$ cat config.mk
export PLATFORM = sky130hd
export DESIGN_NAME = mm_host_master
export DESIGN_NICKNAME = d
export VERILOG_FILES = /design/src/rtl/mm_host_master.sv
export SDC_FILE = /design/constraint.sdc
export NUM_CORES = 1
export LEC_CHECK = 0
export ABC_AREA = 1
export CAP_MARGIN = 20
export CORE_UTILIZATION = 55
export CTS_BUF_LIST = sky130_fd_sc_hd__clkbuf_4
export CTS_CLUSTER_SIZE = 24
export DETAILED_ROUTE_END_ITERATION = 6
export PLACE_DENSITY = 0.95
export SLEW_MARGIN = 30
export SYNTH_ARGS = -nofsm -noshare
export SYNTH_HDL_FRONTEND = slang
export SYNTH_SLANG_ARGS = --single-unit
$ cat constraint.sdc
create_clock -name clk -period 8.1 [get_ports clk]
set_input_delay 2.025 -clock clk [delete_from_list [all_inputs] [get_ports clk]]
set_output_delay 2.025 -clock clk [all_outputs]
set_load 0.03 [all_outputs]
$ cat src/rtl/mm_host_master.sv
// Memory-mapped bus initiator: serves host read/write commands and periodically
// polls the status words at 0x01/0x02, publishing decoded status and error-burst alarms.
module mm_host_master #(
  parameter int unsigned POLL_PERIOD = 1000,
  parameter int unsigned ERR_THRESH  = 8
) (
  input  logic        clk,
  input  logic        rst,
  input  logic        cmd_valid,
  output logic        cmd_ready,
  input  logic        cmd_write,
  input  logic [7:0]  cmd_addr,
  input  logic [31:0] cmd_wdata,
  output logic        rsp_valid,
  output logic [31:0] rsp_rdata,
  output logic        mm_write_en,
  output logic        mm_read_en,
  output logic [7:0]  mm_addr,
  output logic [31:0] mm_wdata,
  input  logic [31:0] mm_rdata,
  input  logic        poll_enable,
  output logic        status_valid,
  output logic [1:0]  status_active_channel,
  output logic [3:0]  status_signal_present,
  output logic [31:0] status_err_count,
  output logic [3:0]  err_alarm,
  input  logic        alarm_clear
);

  typedef enum logic [3:0] {
    IDLE, WR, RD_ISSUE, RD_WAIT, RD_DONE,
    P1_ISSUE, P1_WAIT, P2_ISSUE, P2_WAIT, P_DONE
  } state_t;

  localparam logic [19:0] TIMER_LAST = 20'(POLL_PERIOD - 1);
  localparam logic [7:0]  THRESH     = 8'(ERR_THRESH);

  state_t      state_q, state_d;
  logic        mm_write_en_q, mm_write_en_d;
  logic        mm_read_en_q, mm_read_en_d;
  logic [7:0]  mm_addr_q, mm_addr_d;
  logic [31:0] mm_wdata_q, mm_wdata_d;
  logic        rsp_valid_q, rsp_valid_d;
  logic [31:0] rsp_rdata_q, rsp_rdata_d;
  logic        status_valid_q, status_valid_d;
  logic [1:0]  status_active_channel_q, status_active_channel_d;
  logic [3:0]  status_signal_present_q, status_signal_present_d;
  logic [31:0] status_err_count_q, status_err_count_d;
  logic [3:0]  err_alarm_q, err_alarm_d;
  logic [5:0]  p1_word_q, p1_word_d;
  logic [31:0] prev_cnt_q, prev_cnt_d;
  logic        prev_valid_q, prev_valid_d;
  logic [19:0] timer_q, timer_d;
  logic        poll_pending_q, poll_pending_d;
  logic        poll_set, poll_clr;
  logic [3:0]  alarm_set;

  // Per-channel 8-bit counter increase (modulo 256) compared against the threshold.
  function automatic logic [3:0] burst_alarms(input logic [31:0] new_cnt,
                                              input logic [31:0] old_cnt);
    logic [7:0] delta;
    logic [3:0] hit;
    hit = '0;
    for (int i = 0; i < 4; i++) begin
      delta  = new_cnt[8*i +: 8] - old_cnt[8*i +: 8];
      hit[i] = (delta >= THRESH);
    end
    return hit;
  endfunction

  assign cmd_ready = (state_q == IDLE) && !poll_pending_q && !rst;

  always_comb begin
    state_d                 = state_q;
    mm_write_en_d           = 1'b0;
    mm_read_en_d            = 1'b0;
    mm_addr_d               = mm_addr_q;
    mm_wdata_d              = mm_wdata_q;
    rsp_valid_d             = 1'b0;
    rsp_rdata_d             = rsp_rdata_q;
    status_valid_d          = 1'b0;
    status_active_channel_d = status_active_channel_q;
    status_signal_present_d = status_signal_present_q;
    status_err_count_d      = status_err_count_q;
    p1_word_d               = p1_word_q;
    prev_cnt_d              = prev_cnt_q;
    prev_valid_d            = prev_valid_q;
    poll_set                = 1'b0;
    poll_clr                = 1'b0;
    alarm_set               = '0;

    if (!poll_enable) begin
      timer_d = '0;
    end else if (timer_q == TIMER_LAST) begin
      timer_d  = '0;
      poll_set = 1'b1;
    end else begin
      timer_d = timer_q + 20'd1;
    end

    case (state_q)
      IDLE: begin
        if (poll_pending_q) begin
          state_d      = P1_ISSUE;
          mm_read_en_d = 1'b1;
          mm_addr_d    = 8'h01;
        end else if (cmd_valid && cmd_ready) begin
          mm_addr_d = cmd_addr;
          if (cmd_write) begin
            state_d       = WR;
            mm_write_en_d = 1'b1;
            mm_wdata_d    = cmd_wdata;
          end else begin
            state_d      = RD_ISSUE;
            mm_read_en_d = 1'b1;
          end
        end
      end
      WR: begin
        state_d     = IDLE;
        rsp_valid_d = 1'b1;
        rsp_rdata_d = '0;
      end
      RD_ISSUE: state_d = RD_WAIT;
      RD_WAIT: begin
        state_d     = RD_DONE;
        rsp_valid_d = 1'b1;
        rsp_rdata_d = mm_rdata;
      end
      RD_DONE:  state_d = IDLE;
      P1_ISSUE: state_d = P1_WAIT;
      P1_WAIT: begin
        state_d      = P2_ISSUE;
        p1_word_d    = mm_rdata[5:0];
        mm_read_en_d = 1'b1;
        mm_addr_d    = 8'h02;
      end
      P2_ISSUE: state_d = P2_WAIT;
      P2_WAIT: begin
        // Status outputs are loaded here so they are visible with status_valid in P_DONE.
        state_d                 = P_DONE;
        status_valid_d          = 1'b1;
        status_active_channel_d = p1_word_q[1:0];
        status_signal_present_d = p1_word_q[5:2];
        status_err_count_d      = mm_rdata;
        if (prev_valid_q) alarm_set = burst_alarms(mm_rdata, prev_cnt_q);
        prev_cnt_d   = mm_rdata;
        prev_valid_d = 1'b1;
      end
      P_DONE: begin
        state_d  = IDLE;
        poll_clr = 1'b1;
      end
      default: state_d = IDLE;
    endcase

    if (poll_set)      poll_pending_d = 1'b1;
    else if (poll_clr) poll_pending_d = 1'b0;
    else               poll_pending_d = poll_pending_q;

    err_alarm_d = (alarm_clear ? 4'b0000 : err_alarm_q) | alarm_set;
  end

  always_ff @(posedge clk or posedge rst) begin
    if (rst) begin
      state_q                 <= IDLE;
      mm_write_en_q           <= 1'b0;
      mm_read_en_q            <= 1'b0;
      mm_addr_q               <= '0;
      mm_wdata_q              <= '0;
      rsp_valid_q             <= 1'b0;
      rsp_rdata_q             <= '0;
      status_valid_q          <= 1'b0;
      status_active_channel_q <= '0;
      status_signal_present_q <= '0;
      status_err_count_q      <= '0;
      err_alarm_q             <= '0;
      p1_word_q               <= '0;
      prev_cnt_q              <= '0;
      prev_valid_q            <= 1'b0;
      timer_q                 <= '0;
      poll_pending_q          <= 1'b0;
    end else begin
      state_q                 <= state_d;
      mm_write_en_q           <= mm_write_en_d;
      mm_read_en_q            <= mm_read_en_d;
      mm_addr_q               <= mm_addr_d;
      mm_wdata_q              <= mm_wdata_d;
      rsp_valid_q             <= rsp_valid_d;
      rsp_rdata_q             <= rsp_rdata_d;
      status_valid_q          <= status_valid_d;
      status_active_channel_q <= status_active_channel_d;
      status_signal_present_q <= status_signal_present_d;
      status_err_count_q      <= status_err_count_d;
      err_alarm_q             <= err_alarm_d;
      p1_word_q               <= p1_word_d;
      prev_cnt_q              <= prev_cnt_d;
      prev_valid_q            <= prev_valid_d;
      timer_q                 <= timer_d;
      poll_pending_q          <= poll_pending_d;
    end
  end

  assign mm_write_en           = mm_write_en_q;
  assign mm_read_en            = mm_read_en_q;
  assign mm_addr               = mm_addr_q;
  assign mm_wdata              = mm_wdata_q;
  assign rsp_valid             = rsp_valid_q;
  assign rsp_rdata             = rsp_rdata_q;
  assign status_valid          = status_valid_q;
  assign status_active_channel = status_active_channel_q;
  assign status_signal_present = status_signal_present_q;
  assign status_err_count      = status_err_count_q;
  assign err_alarm             = err_alarm_q;

endmodule

After elaboration in Yosys (flattened, before gate mapping)
Cells that the tools add are included.
W data, S select, Z words.
{ "op_classes": {"n_eq_ne": 10, "add_sub_neg": 5, "bitwise": 2, "order_cmp": 4, "n_reduce_logical": 12, "mux": 28} }
{ "ops": {"columns": ["cell", "count"], "rows": [
  ["$pmux W32 S2", 1],
  ["$mux W20", 2],
  ["$ge A8 B4 Y1 const B", 4],
  ["$sub A8 B8 Y8", 4],
  ["$pmux W4 S7", 1],
  ["$add A20 B1 Y20 const B", 1],
  ["$eq A20 B10 Y1 const B", 1],
  ["$mux W4", 5],
  ["$mux W8", 2],
  ["$pmux W8 S2", 1],
  ["$mux W1", 14],
  ["$eq A4 B3 Y1 const B", 3],
  ["$eq A4 B2 Y1 const B", 2],
  ["$eq A4 B4 Y1 const B", 2],
  ["$reduce_bool A2 Y1", 3],
  ["$eq A4 B1 Y1 const B", 1],
  ["$logic_not A4 Y1", 1],
  ["$or A4 B4 Y4", 1],
  ["$reduce_and A4 Y1", 1],
  ["$logic_and A1 B1 Y1", 3],
  ["$ne A3 B2 Y1 const B", 1],
  ["$logic_not A1 Y1", 2],
  ["$mux W2", 1],
  ["$pmux W1 S2", 1],
  ["other kinds (3)", 3]
]} }
{ "word_totals": {"reg_bits": 150, "output_inout_bits": 119} }

Longest topological paths before layout
{ "logic_depth": {"word_depth": 7, "ltp_mapped": 15, "ltp_nobuf": 15} }

Least setup slack after synthesis
OpenSTA, ideal clock, no wires.
{ "synth_path": {"path_type": "in2reg", "start": "input rst", "end": "register mm_addr_q[0], in the netlist mm_addr[0]", "path_slack_ns": 1.871, "arrival_time_ns": 6.162, "setup_time_ns": 0.067, "cell_stages": 5, "t_required_ns": 8.033, "path_cell_list": "inv_1 -> a21oi_2 -> nor2_4 -> o211ai_1 -> nand2_1"} }
{ "synth_via": {"elab_chain_cells": 5} }
{ "synth_lines": {"columns": ["item", "line", "source"], "rows": [
  ["from (decl)", "8", "input logic rst,"],
  ["$logic_not A1 Y1 (no line)", null, null],
  ["$logic_and A1 B1 Y1", "71", "assign cmd_ready = (state_q == IDLE) && !poll_pending_q && !rst;"],
  ["$logic_and A1 B1 Y1", "107", "end else if (cmd_valid && cmd_ready) begin"],
  ["$ne A3 B2 Y1 (no line)", null, null],
  ["$reduce_and A2 Y1 (no line)", null, null],
  ["to (signal assigned)", "187", "mm_addr_q <= mm_addr_d;"],
  ["to (decl)", "41", "logic [7:0] mm_addr_q, mm_addr_d;"]
]} }
Every way passes these cells.
A chain may end at the register's enable or synchronous reset.

Worst setup path after layout
{ "layout_path": {"start": "input rst", "end": "output cmd_ready"} }
{ "layout_via": {"elab_chain_cells": 2} }
{ "layout_lines": {"columns": ["item", "line", "source"], "rows": [
  ["$logic_not A1 Y1 (no line)", null, null],
  ["$logic_and A1 B1 Y1", "71", null],
  ["to (decl)", "10", "output logic cmd_ready,"]
]} }
Every way passes these cells.

==> results.json <==
{
  "status": "finished with violations",
  "violations": "design-rule violations",
  "syn_area_mm2": 0.00759,
  "fin_setup_tns_ps": 0,
  "synth.avg_cell_area_um2": 8.05,
  "grt_pass1_wl_mm": 31.7,
  "cts_made_buffers": 17,
  "cts_resized": 0,
  "seqPwrFrac_pct": 33.5,
  "start_util_pct": 56.8,
  "maxSlewHeadroom_pct": 36.6,
  "drt_iter0_markers": 607,
  "fin_nets": 1243,
  "netSwitchingPower_mw": 1.58,
  "irDropWorstVdd_uv": 213,
  "cts_setup_buffers": 0,
  "leakage_nw": 5.07,
  "finalCritPeriodShare_pct": 68.2,
  "max_cap_violations": 0,
  "max_freq_mhz": 181,
  "clock-sinks": 150,
  "synth_area_leaders": "dfrtp_1, nand2_1, o21ai_0, inv_1, ha_1",
  "power_frac_comb_pct": 54.0,
  "seqCellArea_mm2": 0.00375,
  "intPower_mw": 1.88,
  "cpMostUsedCell": "clkdlybuf4s50_1",
  "fillCellCount": 975,
  "crit_start": "rst",
  "die_h_um": 119,
  "hp-class": "reg -> reg",
  "r2r_start": "state_q[2]$_DFFE_PP0N_",
  "final_cells": 1319,
  "track_usage_pct": 28.0,
  "synthCells": 942,
  "dieArea_mm2": 0.0143,
  "ys_seq_area_share_pct": 49.5,
  "portBuffers": 196,
  "gp_congestion": 0.936,
  "antenna_found_initial": 0,
  "setup_ws_ps": 2580,
  "cp-end-kind": "primary output",
  "hold_violations": 0,
  "cts_buffer_depth": 2,
  "holdWs_ps": 473,
  "power_density_mw_per_mm2": 350,
  "syn_to_final_growth_pct": 30.8,
  "overflow": 0,
  "power_frac_clock_pct": 12.5,
  "die_w_um": 119,
  "dp_hpwl_mm": 14.1,
  "drc_errors": 1,
  "synthTopCellsByCount": "nand2_1, dfrtp_1, inv_1, o21ai_0, nor2_1",
  "vias_per_cell": 5.26,
  "post-synth-top-area-fraction_pct": 49.5,
  "drv_slew": 0,
  "synth_largest_area_cell": "dfrtp_1",
  "ant_nets": 0,
  "io_pins": 197,
  "setup_viol": 0,
  "met3_length_mm": 1.52,
  "routed_wl_mm": 19.3,
  "ys_ff_latch": 150,
  "crit_type": "in -> out",
  "layout-drive-gt1-share_pct": 4.37,
  "grt_pass1_vias": 6777,
  "yosysMostFrequentCell": "nand2_1",
  "top_layer": "met4",
  "dp_slack_ps": 2580,
  "synthArstFlopShare_pct": 100,
  "htree_levels": 4,
  "num_rows": 42,
  "cts_root_buf": "clkbuf_4",
  "core-area_mm2": 0.0133,
  "worstPathMaxFanout": 3,
  "rsz0062_at_grt": "false",
  "synth_edf_count": 0,
  "clock_latency_ps": 540,
  "required_ps": 6080,
  "yosys_warnings": 0,
  "skew_ps": 22.6,
  "grt_start_max_net_pins": 82,
  "multi_input_area_mm2": 0.00323,
  "firstDrtPassIters": 7,
  "worst_slew_pin_slew_ps": 945,
  "crit_slowest_cell": "clkdlybuf4s50_1",
  "critPathMaxStageDelay_ps": 690,
  "cts_tree": "done",
  "worstSetupStartpointType": "input port",
  "path_clk_slew_ps": 110,
  "wl_per_cell_um": 14.6,
  "syn-num-nets": 1053,
  "dr_wl_met2_mm": 9.51,
  "drt-met1-wl_mm": 7.90,
  "hold_buffers": 0,
  "insertedDiodeCount": 0,
  "hold_start": "prev_valid_q$_DFFE_PP0P_",
  "synth_ff_type": "dfrtp_1",
  "crit_arrival_ps": 3500,
  "p_sw_share_pct": 45.7,
  "ys_types": 34,
  "post-route-min-period_ps": 5520,
  "num_vias": 6934,
  "path_cells": "clkdlybuf4s50_1 > nor2_8 > clkdlybuf4s50_1",
  "dp_cells": 1289
}
==> routing by layer <==
layer	track usage, %	vias to the layer above
met3	7.18	34
met2	46.7	289
li1	-	3367
met4	10.4	0
met1	35.1	3244
met5	0	-
==> power by group through the flow <==
stage	clock network, mW	registers, mW	logic (mW)
after floorplan	0	1.57	0.752
after global placement	0	1.16	1.80
after detailed placement	0	1.17	1.87
after CTS	0.446	1.16	1.88
after global routing	0.479	1.19	2.05
final	0.433	1.16	1.87
==> final cells by class <==
| type | instances | share of cell area (%) |
|---|---|---|
| Clock buffer | 18 | 1.36 |
| Timing Repair Buffer | 199 | 20.0 |
| Clock inverter | 12 | 1.15 |
| Inverter | 126 | 4.82 |
| Sequential cell | 150 | 37.8 |
| Multi-Input combinational cell | 638 | 32.6 |
| Tap cell | 176 | 2.22 |
==> worst paths after layout <==
| path | to | slack (ps) | depth (start not counted) |
|---|---|---|---|
| setup reg to reg | mm_wdata[6]$_DFFE_PP0P_ | 5830 | 9 |
| min in group asynchronous | mm_addr[1]$_DFFE_PP0P_ | 2130 | 2 |
| hold reg to reg | prev_valid_q$_DFFE_PP0P_ | 470 | 2 |
| setup / recovery | cmd_ready | 2580 | 3 |
| hold / removal | prev_valid_q$_DFFE_PP0P_ | 470 | 2 |
| max in group asynchronous | timer_q[2]$_DFF_PP0_ | 4780 | 3 |
==> through the flow <==
step	utilization, %	power, mW	area (µm²)
global placement	72.4	2.96	9670
finish	74.3	3.47	9920
detailed placement	72.4	3.04	9670
global route	74.3	3.72	9920
CTS	74.3	3.48	9920
floorplan	-	2.33	7590
==> critical path, delay by kind of cell <==
kind | cells | cell delay (ps)
buf+inv | 2 | 1280
simple gates | 1 | 200
==> kinds of logic after synthesis <==
| kind of cell | synth area share, % |
|---|---|
| simple gates | 23.6 |
| compound gates | 11.4 |
| buf+inv | 7.96 |
| flops | 49.5 |
| fa+ha+maj | 5.84 |
| xor+xnor | 1.73 |
==> flip-flops by register name, indices dropped and copies added, names as in the netlist <==
name and flops:
mm_wdata 32, prev_cnt_q 32, rsp_rdata 32, timer_q 20, mm_addr 8, p1_word_q 6, err_alarm 4, state_q 4
status_signal_present 4, status_active_channel 2, mm_read_en 1, mm_write_en 1, poll_pending_q 1, prev_valid_q 1, rsp_valid 1, status_valid 1
==> cells in the final DEF, fill, tap and decap left out, drive strengths merged, types with 8 or more instances in the layout <==
cell type	instances
clkinv	11
ha	29
nand2	270
o21ai	142
nor2	72
clkbuf	18
xor2	8
nand3b	10
dfrtp	150
clkdlybuf4s50	196
inv	124
nor3	9
nand3	46
a21oi	21
Note: power is estimated with default switching activity, not from simulation.
